===== src/rtl/uncached_dbus_bridge_pkg.sv =====
// uncached_dbus_bridge_pkg: shared data-bus and cache-bus request/response types
package uncached_dbus_bridge_pkg;
  typedef enum logic [2:0] {MSIZE1, MSIZE2, MSIZE4, MSIZE8} msize_t;
  typedef enum logic [3:0] {MLEN1 = 4'd0, MLEN2 = 4'd1, MLEN4 = 4'd3, MLEN8 = 4'd7, MLEN16 = 4'd15} mlen_t;
  typedef enum logic [1:0] {AXI_BURST_FIXED, AXI_BURST_INCR, AXI_BURST_WRAP} axi_burst_type_t;
  typedef struct packed {
    logic        valid;
    logic [63:0] addr;
    msize_t      size;
    logic [7:0]  strobe;
    logic [63:0] data;
  } dbus_req_t;
  typedef struct packed {
    logic        addr_ok;
    logic        data_ok;
    logic [63:0] data;
  } dbus_resp_t;
  typedef struct packed {
    logic            valid;
    logic            is_write;
    msize_t          size;
    logic [63:0]     addr;
    logic [7:0]      strobe;
    logic [63:0]     data;
    mlen_t           len;
    axi_burst_type_t burst;
  } cbus_req_t;
  typedef struct packed {
    logic        ready;
    logic        last;
    logic [63:0] data;
  } cbus_resp_t;
endpackage


===== src/rtl/uncached_dbus_bridge_watchdog.sv =====
// bus_watchdog: saturating wait counter that flags the last permitted idle cycle
module bus_watchdog #(
  parameter int LIMIT = 8,
  parameter int CNT_W = 16
) (
  input  logic clk,
  input  logic reset,
  input  logic clr,
  input  logic en,
  output logic timeout
);
  logic [CNT_W-1:0] cnt;
  always_ff @(posedge clk) begin
    if (reset || clr) cnt <= '0;
    else if (en && cnt != CNT_W'(LIMIT)) cnt <= cnt + CNT_W'(1);
  end
  assign timeout = en && cnt >= CNT_W'(LIMIT - 1);
endmodule


===== src/rtl/uncached_dbus_bridge.sv =====
// uncached_dbus_bridge: turns one uncached CPU data-bus access into one single-beat cbus transaction
module uncached_dbus_bridge
  import uncached_dbus_bridge_pkg::*;
#(
  parameter int TIMEOUT_CYCLES = 0,
  parameter int CNT_W = 16
) (
  input  logic       clk,
  input  logic       reset,
  input  dbus_req_t  dreq,
  output dbus_resp_t dresp,
  output cbus_req_t  creq,
  input  cbus_resp_t cresp,
  output logic       bus_err
);
  typedef enum logic [1:0] {IDLE, WAIT, RESP} state_t;
  state_t state, state_n;
  logic [63:0] addr_q, data_q, rbuf;
  msize_t size_q;
  logic [7:0] strobe_q;
  logic err_q, accept, done, timeout, is_write;
  assign is_write = |strobe_q;
  assign accept = state == IDLE && dreq.valid;
  assign done = state == WAIT && cresp.ready && cresp.last;
  generate
    if (TIMEOUT_CYCLES > 0) begin : g_wd
      bus_watchdog #(.LIMIT(TIMEOUT_CYCLES), .CNT_W(CNT_W)) u_wd (
        .clk(clk),
        .reset(reset),
        .clr(accept),
        .en(state == WAIT && !cresp.ready),
        .timeout(timeout)
      );
    end else begin : g_no_wd
      assign timeout = 1'b0;
    end
  endgenerate
  always_comb begin
    state_n = state == IDLE ? (dreq.valid ? WAIT : IDLE)
            : state == WAIT ? ((done || timeout) ? RESP : WAIT)
            : IDLE;
  end
  always_ff @(posedge clk) begin
    if (reset) begin
      state <= IDLE;
      addr_q <= '0;
      data_q <= '0;
      size_q <= MSIZE1;
      strobe_q <= '0;
      rbuf <= '0;
      err_q <= 1'b0;
    end else begin
      state <= state_n;
      if (accept) begin
        addr_q <= dreq.addr;
        data_q <= dreq.data;
        size_q <= dreq.size;
        strobe_q <= dreq.strobe;
      end
      if (done) begin
        rbuf <= is_write ? '0 : cresp.data;
        err_q <= 1'b0;
      end else if (timeout) begin
        rbuf <= '1;
        err_q <= 1'b1;
      end
    end
  end
  always_comb begin
    creq = '0;
    if (state == WAIT) begin
      creq.valid = 1'b1;
      creq.is_write = is_write;
      creq.size = size_q;
      creq.addr = addr_q;
      creq.strobe = strobe_q;
      creq.data = is_write ? data_q : '0;
      creq.len = MLEN1;
      creq.burst = AXI_BURST_FIXED;
    end
  end
  always_comb begin
    dresp = '0;
    dresp.addr_ok = state == RESP;
    dresp.data_ok = state == RESP;
    dresp.data = state == RESP ? rbuf : '0;
  end
  assign bus_err = state == RESP && err_q;
endmodule


===== config.mk =====
export PLATFORM = sky130hd
export DESIGN_NAME = uncached_dbus_bridge
export DESIGN_NICKNAME = d
export VERILOG_FILES = /design/src/rtl/uncached_dbus_bridge_pkg.sv /design/src/rtl/uncached_dbus_bridge_watchdog.sv /design/src/rtl/uncached_dbus_bridge.sv
export SDC_FILE = /design/constraint.sdc
export NUM_CORES = 1
export LEC_CHECK = 0
export CAP_MARGIN = 20
export CORE_MARGIN = 2
export CORE_UTILIZATION = 30
export DETAILED_ROUTE_END_ITERATION = 8
export GPL_ROUTABILITY_DRIVEN = 0
export PLACE_DENSITY_LB_ADDON = 0.12
export SYNTH_ARGS = -nofsm -noshare
export SYNTH_HDL_FRONTEND = slang
export SYNTH_HIERARCHICAL = 1
export SYNTH_SLANG_ARGS = --single-unit

===== constraint.sdc =====
create_clock -name clk -period 1.85 [get_ports clk]
set_input_delay 0.37 -clock clk [delete_from_list [all_inputs] [get_ports clk]]
set_output_delay 0.37 -clock clk [all_outputs]
set_load 0.01 [all_outputs]

==> metrics, run 1 <==
final period utilization=1.25; synth warn=6; fmax=roughly 430 MHz; H-Tree Depth=1; critical path's top delay family=buffers and inverters; latest clock arrival within the worst-skew pair=0.51 ns; Worst Setup EP=creq[54]; clk slew on worst S/H paths=0.06 ns; CP Capture Type=primary output; crit-path cells=nor4_4 -> buf_4 -> a21oi_4 -> buf_12 -> buf_12 -> and2_1 -> buf_2; CTS Buf Count=24; P_int=0.00844 W; dpl cell area=12,900 sq um; CP Launch Type=register; Final ANT Viol Nets=0; final WL=31,700 um; RR Endpoint=rbuf[2]; largest family of logic cells by synthesized area=simple AND/OR/NAND/NOR gates; Initial Util=0.305; post-synthesis mux area share=0; Via density=4.65; slew margin rel.=0.557; WS Path Type=reg -> out; global-route wire length before repair=44,700 um; WP data arrival=1.94 ns; Synth Area in XOR/XNOR=0; max-cap check violation count=0; Post-Synthesis Cells=roughly 1,000; core footprint=27,000 sq um; DRC Markers=0; most frequent cells in the layout=279 x nand2_1, 206 x clkdlybuf4s50_1, 199 x dfxtp_1; commonest non-fill, non-tap cell in the layout=nand2_1; Power Dens Cells=788 nW/um^2; Least-Margin Pin Slew=between 0.6 and 0.7 ns; synth unique cells=21; GRT Util Overall=0.197; initial antenna violation count=1; Setup WS post-layout=-0.462 ns; Largest stage delay, worst path=roughly 0.34 ns; Multi-input gate area=3950 sq um; CTS max path bufs=3; CP max FO=14; final net count=1,645; die width=~170 um; Final Max Tran Viols=0; Mean Syn Cell Area=8.27 sq um; switching power=0.00274 W; clk_skew=between 0.008 and 0.009 ns; Req. time, crit path=1.48 ns; clk sinks=205; Adder-Cell Fraction of Synth Area=0; LEAKAGE=between 6 and 7 nW; sequential element share of the synthesized area=0.499; failing checks=negative setup slack; Root Driver=clkbuf_16; I/O Buffers=414; routed via count=between 8k and 9k; Fin. Hold Viols=0; RSZ-0062 raised after global routing=true; Seq pwr share=0.425; P&R area growth vs syn=72.4%; share of post-route cells with drive strength above 1=0.292; synthesized cell area=8230 sq um; DPL Wire Length=20,100 um; Die H=170 um; HP Class=in -> reg; wire per inst=approximately 18 um; Hold Buf Count CTS=0; CTS tree=built; I/O pin count=422; post-place setup slack=-0.329 ns; die area=28,800 sq um; post-synthesis compound-gate area fraction=0.154; GRT overflow=0; pin count of the biggest net entering global routing=141; hold path cells=2; # rows=60; Final Setup Violations=approximately 210; First DRT Iteration DRCs=450; FF+latch count, synth=205; Filler cells=2,527; Switching Share=0.245; register area=4110 sq um; R2R cell count=6; WHS=0.0956 ns; CP Depth=7; Simple-Gate Fraction of Synth Area=0.291; combinational power share=0.149; Worst VDD drop=between 0.6 and 0.7 mV; Initial DRT Pass Iterations=5; clock power share=0.426; final instance area=14,200 sq um; Setup crit start=strobe_q[7]; Worst Path Buf+Inv=4; crit-path most repeated cell=buf_12; clock period minus worst slack=2.31 ns; R2R Setup Slk=0.27 ns; Worst path slowest cell=dfxtp_2; number of global-route vias before repair=7,828; run status=complete, but fails checks; Worst R2R Start=state[0]; total power=0.0112 W
[logic make-up (layout without fill, tap and decap cells)]
family                 count (synthesis)  after routing
and+or+nand+nor                      493            493
AOI/OAI and AO/OA                    205            205
DFF                                  205            205
buffers and inverters                 91            544
other                                  1              8
[flip-flops by register name, summed over array words and instances (netlist names)]
signal and count:
state 2, rbuf 64, strobe_q 8, data_q 64
size_q 3, addr_q 64
[metrics by stage]
step / setup TNS, ns / instances / util
after floorplan: 0 / 1001 / -
after global placement: -27.55 / 1708 / 0.477
after detailed placement: -29.57 / 1708 / 0.477
after CTS: -80.39 / 1761 / 0.503
after global routing: -67.46 / 1796 / 0.527
final: -54.04 / 1796 / 0.527
[power groups by stage]
stage	sequential, W	combinational (W)	clock [W]
floorplan	0.00479	0.000628	0
global placement	0.00483	0.00149	0
detailed placement	0.00483	0.00150	0
CTS	0.00474	0.00158	0.00487
global route	0.00477	0.00180	0.00505
finish	0.00475	0.00166	0.00477
[synthesized netlist by cell type]
| cell | instances | area, sq um |
|---|---|---|
| nand2_1 | 279 | 1050 |
| dfxtp_1 | 205 | 4100 |
| and2_1 | 203 | 1270 |
| a21oi_1 | 141 | 706 |
| a22o_1 | 64 | 561 |
| clkbuf_1 | 44 | 165 |
| buf_2 | 30 | 150 |
| buf_4 | 9 | 67.6 |
| buf_6 | 6 | 67.6 |
| and4b_1 | 2 | 20.0 |
| nor4_1 | 2 | 12.5 |
| clkbuf_2 | 1 | 5.00 |
| conb_1 | 1 | 3.75 |
| inv_1 | 1 | 3.75 |
| nand2b_1 | 1 | 6.26 |
| nor2_1 | 1 | 3.75 |
| nor2_2 | 1 | 6.26 |
| nor2b_1 | 1 | 6.26 |
| nor3_1 | 1 | 5.00 |
| nor3b_2 | 1 | 12.5 |
| or3b_1 | 1 | 8.76 |
[per-layer routing]
metal,part of all wire,vias to the layer above,GRT usage
met4,0.033,0,0.0710
met1,0.40,3865,0.235
li1,-,4091,-
met2,0.48,338,0.336
met5,0,-,0
met3,0.085,57,0.0604
[how the worst min path moves through the flow]
stage / from / endpoint / slack, ns
3_5_place_dp: data_q[62] / data_q[62] / 0.44
2_1_floorplan: addr_q[0] / addr_q[0] / 0.43
3_3_place_gp: addr_q[29] / addr_q[29] / 0.44
5_1_grt: reset / state[1] / 0.1
6_report: reset / state[1] / 0.1
4_1_cts: reset / state[1] / 0.08
[area by class of cell]
class | instances | area share
repair buffers | 500 | 0.345
flip-flops and latches | 205 | 0.290
multi-input cells | 705 | 0.278
clock buffers | 38 | 0.0525
well taps | 341 | 0.0301
clock inverters | 5 | 0.00353
inverters | 1 | 0.000793
diodes | 1 | 0.000176
[what timing repair did]
action	CTS	global route
setup buffers	4	25
resized for setup	476	501
cloned	6	10
pin swaps	5	51
endpoints found under the setup margin	207	207
Note: power is estimated with default switching activity, not from simulation.
==> run 2, diff against run 1 <==
Settings changed: ABC_CLOCK_PERIOD_IN_PS set to 1850, MAX_ROUTING_LAYER set to met4.
==> run 2 against run 1 <==
Effect of this change:
- the run still ends with negative setup slack left
- hold slack worse by 0.00068 ns
- critical path type unchanged
- maximum frequency down 0.16%
- sequential power about the same
- combinational power about the same
- final cell count unchanged
- critical path depth unchanged
- die area unchanged
==> metrics, run 2 (synthesized netlist as in run 1, its figures left out) <==
CTS max path bufs=3 (unchanged); Req. time, crit path=1.48 ns (about the same); final net count=1,645 (unchanged); CP Capture Type=primary output; Hold Path End=state[1]; clk slew on worst S/H paths=0.06 ns (about the same); First DRT Iteration DRCs=500 (+11%); Fin. Hold Viols=0 (unchanged); Final ANT Viol Nets=0 (unchanged); crit-path cells=nor4_4 -> buf_4 -> a21oi_4 -> buf_12 -> buf_12 -> and2_1 -> buf_2; Worst VDD drop=0.657 mV (-0.10%); latest clock arrival within the worst-skew pair=0.51 ns (about the same); routed via count=8,336 (-0.18%); Power Dens Cells=786 nW/um^2 (-0.15%); Die H=170 um (unchanged); Filler cells=2,517 (-0.40%); core footprint=27,000 sq um (unchanged); CTS Buf Count=24 (unchanged); Core Util, Final=0.527 (+0.000743); GRT Util Overall=0.203 (+0.00581); critical path's top delay family=buffers and inverters; max-cap check violation count=0 (unchanged); R2R cell count=6 (unchanged); clock period minus worst slack=2.32 ns (+0.00369 ns); initial antenna violation count=1 (unchanged); WP data arrival=1.95 ns (about the same); Via density=4.64 (-0.18%); Worst R2R Start=state[0]; pin count of the biggest net entering global routing=141 (unchanged); number of global-route vias before repair=7,839 (+0.14%); CP Launch Type=register; Largest stage delay, worst path=0.34 ns (about the same); final WL=31,800 um (+0.15%); Worst Path Buf+Inv=4 (unchanged); Initial Util=0.305 (unchanged); Final Setup Violations=206 (unchanged); fmax=432 MHz (-0.16%); post-place setup slack=-0.329 ns (unchanged); H-Tree Depth=1 (unchanged); RSZ-0062 raised after global routing=true; most frequent cells in the layout=279 x nand2_1, 206 x clkdlybuf4s50_1, 199 x dfxtp_1; Worst path slowest cell=dfxtp_2; Least-Margin Pin Slew=0.653 ns (-0.0110 ns); die width=170 um (unchanged); I/O pin count=422 (unchanged); HP Class=in -> reg; Setup WS post-layout=-0.466 ns (-0.00369 ns); die area=28,800 sq um (unchanged); run status=complete, but fails checks; clk_skew=0.00672 ns (-0.00136 ns); WHS=0.0949 ns (-0.000684 ns); final period utilization=1.25 (+0.00199); GRT overflow=0 (unchanged); wire per inst=17.7 um (+0.15%); failing checks=negative setup slack; CTS tree=built; hold_sp=reset; RR Endpoint=addr_q[52]; R2R Setup Slk=0.27 ns (about the same); slew margin rel.=0.565 (+0.00733); CP max FO=14 (unchanged); commonest non-fill, non-tap cell in the layout=nand2_1; crit-path most repeated cell=buf_12; I/O Buffers=414 (unchanged); Final Max Tran Viols=0 (unchanged); DPL Wire Length=20,100 um (unchanged); Initial DRT Pass Iterations=7 (+2); share of post-route cells with drive strength above 1=0.293 (+0.00138); LEAKAGE=6.18 nW (about the same); P&R area growth vs syn=72.7%; DRC Markers=0 (unchanged); clk sinks=205 (unchanged); # rows=60 (unchanged); Root Driver=clkbuf_16; hold path cells=2 (unchanged); global-route wire length before repair=44,600 um (-0.14%); Largest regs=addr_q (64), data_q (64), rbuf (64); WS Path Type=reg -> out
==> run 2: changes by cell type in the layout (fill, tap and decap cells not counted), sizes merged <==
cell	before	now
clkbuf	104	105
clkdlybuf4s15	1	0
==> run 2: where the power goes <==
group	switching, W	internal (W)	leakage (nW)
sequential	0.000116	0.00463	1.68
combinational	0.000741	0.000926	4.11
clock	0.00188	0.00288	0.395
==> run 2: worst max path at each step <==
| stage | startpoint | endpoint | slack, ns | cells after the start |
|---|---|---|---|---|
| 2_1_floorplan | strobe_q[7] | creq[11] | 0.27 | 5 |
| 3_3_place_gp | strobe_q[0] | creq[62] | -0.32 | 6 |
| 3_5_place_dp | strobe_q[0] | creq[27] | -0.33 | 6 |
| 4_1_cts | strobe_q[6] | creq[29] | -0.49 | 7 |
| 5_1_grt | strobe_q[3] | creq[19] | -0.52 | 7 |
| 6_report | strobe_q[7] | creq[54] | -0.47 | 7 |
==> run 2: what timing repair did <==
action | in CTS | in global routing
pin swaps | 5 | 53
gates cloned | 6 | 10
hold buffers | 0 | 0
setup endpoints to repair | 207 | 207
gates resized for setup | 476 | 508
buffers inserted | 4 | 25
==> run 2: routing by layer <==
layer  part of all wire  up-vias  track usage
li1                   -     4092            -
met1               0.40     3848        0.241
met2               0.49      340        0.336
met3              0.080       56       0.0520
met4              0.032        0       0.0710
met5                  0        -            -
==> run 2: stage by stage <==
stage	std cells	total power [W]	area, sq um	setup TNS, ns
after floorplan	1001	0.00542	8250	0
after global placement	1708	0.00632	12900	-27.55
after detailed placement	1708	0.00633	12900	-29.57
after CTS	1761	0.0112	13500	-80.39
after global routing	1796	0.0116	14200	-67.35
final	1796	0.0112	14200	-53.86
==> run 2: worst register-to-register path, delay by kind of cell, from the launching register on <==
| family | cells | cell delay (ns) |
|---|---|---|
| AOI/OAI and AO/OA | 1 | 0.06 |
| and+or+nand+nor | 2 | 0.54 |
| buffers and inverters | 3 | 0.51 |
| DFF | 1 | 0.34 |
==> run 2: area by class of cell <==
type / count / area (sq um) / area share
Inverter: 1 / 11.3 / 0.000792
Timing Repair Buffer: 500 / 4920 / 0.346
Tap cell: 341 / 427 / 0.0300
Multi-Input combinational cell: 705 / 3950 / 0.278
Clock inverter: 5 / 50.0 / 0.00352
Clock buffer: 38 / 744 / 0.0524
Sequential cell: 205 / 4110 / 0.289
Antenna cell: 1 / 2.50 / 0.000176
